===== config.mk =====
export PLATFORM = sky130hd
export DESIGN_NAME = fetch_queue
export DESIGN_NICKNAME = d
export VERILOG_FILES = /design/src/rtl/fetch_queue.sv
export SDC_FILE = /design/constraint.sdc
export NUM_CORES = 1
export LEC_CHECK = 0
export ABC_AREA = 1
export BUFFER_PORTS_ARGS = -buffer_cell sky130_fd_sc_hd__buf_4
export CAP_MARGIN = 5
export CORE_MARGIN = 1.5
export CORE_UTILIZATION = 59
export DETAILED_ROUTE_END_ITERATION = 8
export GPL_TIMING_DRIVEN = 0
export HOLD_SLACK_MARGIN = 0.15
export PLACE_DENSITY_LB_ADDON = 0.08
export SYNTH_ARGS = -nofsm -noshare
export SYNTH_HDL_FRONTEND = slang
export SYNTH_SLANG_ARGS = --single-unit

===== constraint.sdc =====
create_clock -name clk -period 3.7 [get_ports clk]
set_input_delay 0.555 -clock clk [delete_from_list [all_inputs] [get_ports clk]]
set_output_delay 0.555 -clock clk [all_outputs]
set_load 0.05 [all_outputs]

===== src/rtl/fetch_queue.sv =====
// Instruction-fetch front end: issues sequential PC requests, buffers responses in a DEPTH-entry FIFO.
// Optional macro FETCHQ_BYPASS_EN forwards a live response straight to out_* when the queue is empty.
module fetch_queue #(
    parameter int PC_W      = 9,
    parameter int INS_W     = 32,
    parameter int DEPTH     = 4,
    parameter int MAX_OUTST = 2
) (
    input  logic             clk,
    input  logic             reset,
    output logic             imem_req,
    output logic [PC_W-1:0]  imem_addr,
    input  logic             imem_gnt,
    input  logic             imem_rvalid,
    input  logic [INS_W-1:0] imem_rdata,
    input  logic             redirect_valid,
    input  logic [PC_W-1:0]  redirect_pc,
    output logic             out_valid,
    input  logic             out_ready,
    output logic [PC_W-1:0]  out_pc,
    output logic [PC_W-1:0]  out_pc_plus4,
    output logic [INS_W-1:0] out_instr
);

    localparam int AW = $clog2(DEPTH);
    localparam int CW = AW + 1;
    localparam int OW = $clog2(MAX_OUTST + 1);
    localparam logic [PC_W-1:0] PC_STEP = PC_W'(4);

    logic [PC_W-1:0]  fetch_pc;
    logic [PC_W-1:0]  resp_pc;
    logic [CW-1:0]    count;
    logic [OW-1:0]    outst;
    logic [OW-1:0]    drop_cnt;
    logic [AW-1:0]    wr_ptr;
    logic [AW-1:0]    rd_ptr;
    logic [PC_W-1:0]  pc_mem  [DEPTH];
    logic [PC_W-1:0]  pc4_mem [DEPTH];
    logic [INS_W-1:0] ins_mem [DEPTH];

    logic fifo_empty;
    logic credit_ok;
    logic grant;
    logic live;
    logic bypass;
    logic pop;
    logic fifo_push;
    logic fifo_pop;

    always_comb begin
        fifo_empty = (count == '0);
        // Slots are reserved at issue: live in-flight requests count against FIFO space.
        credit_ok  = (int'(outst) < MAX_OUTST) &&
                     ((int'(count) + int'(outst) - int'(drop_cnt)) < DEPTH);
        imem_req   = reset && !redirect_valid && credit_ok;
        grant      = imem_req && imem_gnt;
        live       = reset && imem_rvalid && (drop_cnt == '0) && !redirect_valid;
`ifdef FETCHQ_BYPASS_EN
        bypass     = live && fifo_empty;
`else
        bypass     = 1'b0;
`endif
        out_valid  = reset && (!fifo_empty || bypass);
        if (bypass) begin
            out_pc       = resp_pc;
            out_pc_plus4 = resp_pc + PC_STEP;
            out_instr    = imem_rdata;
        end else begin
            out_pc       = pc_mem[rd_ptr];
            out_pc_plus4 = pc4_mem[rd_ptr];
            out_instr    = ins_mem[rd_ptr];
        end
        pop       = out_valid && out_ready && !redirect_valid;
        fifo_pop  = pop && !fifo_empty;
        fifo_push = live && !(bypass && out_ready);
    end

    assign imem_addr = fetch_pc;

    always_ff @(posedge clk or negedge reset) begin
        if (!reset) begin
            fetch_pc <= '0;
            resp_pc  <= '0;
            count    <= '0;
            outst    <= '0;
            drop_cnt <= '0;
            wr_ptr   <= '0;
            rd_ptr   <= '0;
            for (int unsigned i = 0; i < DEPTH; i++) begin
                pc_mem[i]  <= '0;
                pc4_mem[i] <= '0;
                ins_mem[i] <= '0;
            end
        end else if (redirect_valid) begin
            // Every request still in flight after this cycle is stale.
            fetch_pc <= redirect_pc & ~PC_W'(1);
            resp_pc  <= redirect_pc & ~PC_W'(1);
            count    <= '0;
            wr_ptr   <= '0;
            rd_ptr   <= '0;
            outst    <= outst - OW'(imem_rvalid);
            drop_cnt <= outst - OW'(imem_rvalid);
        end else begin
            if (grant) begin
                fetch_pc <= fetch_pc + PC_STEP;
            end
            outst <= outst + OW'(grant) - OW'(imem_rvalid);
            if (imem_rvalid && (drop_cnt != '0)) begin
                drop_cnt <= drop_cnt - OW'(1);
            end
            if (live) begin
                resp_pc <= resp_pc + PC_STEP;
            end
            if (fifo_push) begin
                pc_mem[wr_ptr]  <= resp_pc;
                pc4_mem[wr_ptr] <= resp_pc + PC_STEP;
                ins_mem[wr_ptr] <= imem_rdata;
                wr_ptr          <= wr_ptr + AW'(1);
            end
            if (fifo_pop) begin
                rd_ptr <= rd_ptr + AW'(1);
            end
            count <= count + CW'(fifo_push) - CW'(fifo_pop);
        end
    end

    overflow_a: assert property (@(posedge clk) disable iff (!reset)
        !(fifo_push && !fifo_pop && (int'(count) == DEPTH)));

    orphan_resp_a: assert property (@(posedge clk) disable iff (!reset)
        !(imem_rvalid && (outst == '0)));

endmodule

### Word level (Yosys, flattened, before mapping)

Cells that the tools add are included.

* reductions and logical operators: 23
* bitwise gates (word level): 3
* mux-type cells: 28
* add/subtract/negate cells: 12
* $lt $le $gt $ge: 5

Operators by type and width (count)
* bitwise mux 128 bit: 1
* two-way mux 32 bit: 3
* two-way mux 9 bit: 9
* bitwise mux 36 bit: 2
* binary-select mux 32 bit (select 2 bit): 1
* demux 32 bit (select 2 bit): 1
* binary-select mux 9 bit (select 2 bit): 2
* adder 9 x 3 -> 9 bit (second input constant): 2
* demux 9 bit (select 2 bit): 1
* two-way mux 2 bit: 7
* logical AND 1 bit: 13
* nonzero test 2 bit: 5
* >= comparator 3 bit (second input constant): 2
* inverter 2 -> 3 bit: 2
* less-than comparator 5 x 4 -> 1 bit (second input constant): 1
* subtractor 4 x 2 -> 5 bit: 1
* adder 2 x 1 -> 2 bit (second input constant): 2
* adder 3 x 2 -> 4 bit: 1
* subtractor 2 x 1 -> 2 bit: 2
* adder 3 x 1 -> 3 bit: 1
* logical NOT 3 bit: 1
* less-than comparator 3 x 1 -> 1 bit (second input constant): 1
* two-way mux 3 bit: 1
* subtractor 3 x 1 -> 3 bit: 1
* other kinds (7): 8

* input bits: 47
* word-level logic and storage cells: 90
* flip-flop bits (word level): 229

### Logic depth before layout (Yosys ltp)

* word-level depth: 9
* depth in mapped cells: 20
* mapped depth without buffers: 20

### Least setup slack after synthesis

No wires, ideal clock.

* kind: register to output
* from: register count[1]
* to: output port imem_req
* path buffers: 0
* arrival time: 2.419 ns
* stages on the path, launching flop included: 14
* required time: 3.145 ns
* path slack: 0.726 ns
* cells stage by stage: dfrtp_1 -> inv_1 -> fa_1 -> inv_1 -> ha_1 -> nand2_1 -> inv_1 -> nand2_1 -> nand3_1 -> nand2_1 -> nand2_1 -> nand2_1 -> nand2_1 -> nor2_1

* longest elaborated chain between the ends: 5

Ends and longest elaborated chain
* start: declaration: RTL line 32 `logic [CW-1:0] count;`
* start signal: assignment: RTL line 123 `count <= count + CW'(fifo_push) - CW'(fifo_pop);`
* adder 3 x 2 -> 4 bit: RTL line 54 `((int'(count) + int'(outst) - int'(drop_cnt)) < DEPTH);`
* subtractor 4 x 2 -> 5 bit: RTL line 54
* less-than comparator 5 x 4 -> 1 bit: RTL line 54
* logical AND 1 bit: RTL line 53 `credit_ok = (int'(outst) < MAX_OUTST) &&`
* logical AND 1 bit: RTL line 55 `imem_req = reset && !redirect_valid && credit_ok;`
* end: declaration: RTL line 11 `output logic imem_req,`

No other way between the ends.

### Worst setup path after layout

* from: input port reset
* to: register count[2]

* longest elaborated chain between the ends: 6
* elaborated cells on any way between the ends: 10
* classes of those cells: 2 x add/sub; 1 x mux; 7 x reduce/logical

Ends and longest elaborated chain
* start: declaration: RTL line 10 `input logic reset,`
* logical AND 1 bit (on tied branches): RTL line 57, 63
* logical AND 1 bit (on tied branches) (2 in series): RTL line 57, 73
* adder 3 x 1 -> 3 bit / logical AND 1 bit (equally long branches): RTL line 123, 74
* subtractor 3 x 1 -> 3 bit *: RTL line 123
* two-way mux 3 bit *: RTL line 94 `end else if (redirect_valid) begin`

Mark *: on every way between the ends. The rest lies on a longest branch, timed or not.
A chain may end at the register's enable or synchronous reset.

==> out/metrics.cfg <==
[status]
status = finished clean

[route]
vias = 8559
drt-wirelength-per-cell_um = 17.30
dr.pass1.iters = 5
drt_iter0_drc = 729
drt.antenna.violating_nets = 0
routed_via_density = 5.638
routed_wl_um = 26270
drc = 0

[synth]
syn_inst = 1147
synthTopCellsByArea = dfrtp_1 (54%), nand2_1 (10%), o21ai_0 (7.9%)
avgSynthCellArea_um2 = 8.645
async_flop_share = 1.000
yosys_register_bits = 215
synth_cell_types = 28
yosysWarningCount = 0
synth_edf_count = 0
netlist_area_mm2 = 0.009916
yosys.area.top_type_share = 0.5426
ys.flop_type = dfrtp_1
synth.largest_area_cell = dfrtp_1
seq_area_frac_synth = 0.5426

[global_route]
grtUsageMet2 = 0.5041
grt_use_total = 0.3034
globalRouteMet3Util = 0.04406
grt.overflow.total = 0
grt_pass1_wl_um = 42900
antenna_found_initial = 0
grt_pass1_vias = 8380
grt_max_degree = 91
busiest_layer = met2
use_met1 = 0.4240

[sta]
slew_violations = 0
hold_violations = 0
rsz0062_at_grt = no
final.min_clock_period_ps = 3439
max_freq_ghz = 0.2908
fin_crit_sh = 0.9293
setup_viol = 0
relSlewSlack = 0.4953
clock_skew_ps = 13.29
worstMarginPinSlew_ps = 757.0

[place]
placed_cell_area_mm2 = 0.01103
placed_cells = 1474
routabilityCongestion = 0.8700
port_buffers = 103
dp_hpwl_um = 17410

[finish]
layout_common_cells = nand2_1 (269), dfrtp_1 (215), o21ai_0 (156), o21ai_1 (132), nor2_1 (108)
final_common_cell = nand2_1
fin_nets = 1347
n_antenna_cell = 0
area_growth_pct = 18.91
final_layout_size_suffix_gt1_frac = 0.1456
fin_cells = 1518
fin_area_mm2 = 0.01179
multi_input_area_mm2 = 0.003754
final_core_util = 0.7136
seq_area_mm2 = 0.005380
n_fill_cell = 1357

[floorplanning]
placementRows = 47
ios = 108
die_h_um = 132.6
core_area_mm2 = 0.01652
die-width_um = 132.6
initial_core_util = 0.6001
design.die.area_mm2 = 0.01759

[run]
maxCapViolCount = 0

[cts]
numCtsBuffers = 23
cts_tree = yes
clk_pin_slew_ps = 60
post-cts-setup-buffers = 0
cts_sinks = 215
cts.path.max_buffers = 3
cts-root-buf = clkbuf_16
cts_max_level = 1
worstSkewPairLatency_ps = 510

[worst_setup_path]
cp_num_buf_inv = 6
cp_data_required_time_ps = 4080
cp-end-kind = flop
crit_family = buffers and inverters
worstSetupPathType = in2reg
crit_chain = dlygate4sd3_1 -> buf_8 -> buf_16 -> buf_16 -> nand3_2 -> nor2_4 -> inv_1 -> ha_1 -> inv_1 -> ha_1 -> fa_1 -> o21ai_0 -> a21oi_1
slowest_delay_ps = 570
cp-start-kind = input pin
path_max_fanout = 90
slowest_stage = dlygate4sd3_1
crit_arrival_ps = 3820

[min_path]
worstHoldPathType = in2reg

[pwr]
pwr_density_cell_mw_per_mm2 = 706.2
ir_drop_mv = 0.4307
power_leakage_nw = 5.898

## path summary, 6_finish.rpt
kind	from	to	slack, ps	cells past startpoint
setup / recovery	reset	count[2]$_DFF_PN0_	260	13
hold / removal	redirect_pc[1]	imem_addr[1]$_DFFE_PN0P_	280	3
setup reg to reg	outst[1]$_DFF_PN0_	outst[1]$_DFF_PN0_	690	17
hold reg to reg	pc4_mem[23]$_DFFE_PN0P_	pc4_mem[23]$_DFFE_PN0P_	480	2
max in group asynchronous	reset	ins_mem[122]$_DFFE_PN0P_	2300	4
min in group asynchronous	reset	ins_mem[116]$_DFFE_PN0P_	610	3
## worst reg2reg max path: cells and delay by family (launching register included)
family | cells | cell delay, ps
DFF | 1 | 440
AOI/OAI and AO/OA | 2 | 270
adders and majority gates | 4 | 1180
and+or+nand+nor | 7 | 620
xor gates and xnor gates | 1 | 170
buffers and inverters | 3 | 220
## sequential cells by signal, summed over array words and instances, names as in the netlist
signal     count
pc_mem        30
ins_mem      128
pc4_mem       30
imem_addr      8
rd_ptr         2
outst          2
drop_cnt       2
wr_ptr         2
count          3
resp_pc        8
## power breakdown
| part | internal [W] | switching, W |
|---|---|---|
| Combinational | 0.000963 | 0.00206 |
| Clock | 0.00127 | 0.000922 |
| Sequential | 0.00283 | 0.000282 |
| Total | 0.00506 | 0.00326 |
## Yosys cell counts (all sizes together), types with 2 or more instances
cell type  count
ha            17
buf           40
xnor2          2
o211ai         3
nand3b         2
xor2           7
fa             2
inv           74
nor2         109
nand2        274
clkbuf        37
dfrtp        215
nand3         15
a21oi          7
o221ai         4
o22ai         48
o21ai        288
## logic make-up after synthesis
group	share of synthesized area
and+or+nand+nor	0.1590
xor gates and xnor gates	0.007950
DFF	0.5426
buffers and inverters	0.07962
AOI/OAI and AO/OA	0.1850
adders and majority gates	0.02549
other	0.0003782
## repair_timing
item	in CTS	in global routing
hold endpoints to repair	54	0
gates resized for setup	0	0
hold buffers	2	0
## through the flow
| stage | total power, W | setup slack [ps] | TNS [ps] | hold slack [ps] |
|---|---|---|---|---|
| CTS | 0.008336 | 216.9 | 0 | 279.7 |
| finish | 0.008326 | 261.5 | 0 | 280.7 |
| floorplan | 0.005235 | 725.7 | 0 | 259.4 |
| detailed placement | 0.006147 | 18.87 | 0 | 459.7 |
| global route | 0.008753 | 62.03 | 0 | 298.4 |
| global placement | 0.006070 | -1099 | -81050 | 457.4 |
## area by class of cell
type | instances | area share
Buffer | 77 | 0.04340
Inverter | 74 | 0.02356
Clock inverter | 5 | 0.002653
Tap cell | 220 | 0.02334
Timing Repair Buffer | 107 | 0.07407
Sequential cell | 215 | 0.4563
Multi-Input combinational cell | 783 | 0.3183
Clock buffer | 37 | 0.05836
## metal layers
metal	wire length, um	part of all wire
met1	11420	0.43
met2	12600	0.48
met3	1663	0.063
met4	586	0.022
met5	0	0
No activity file was read; power rests on OpenSTA's default activity.
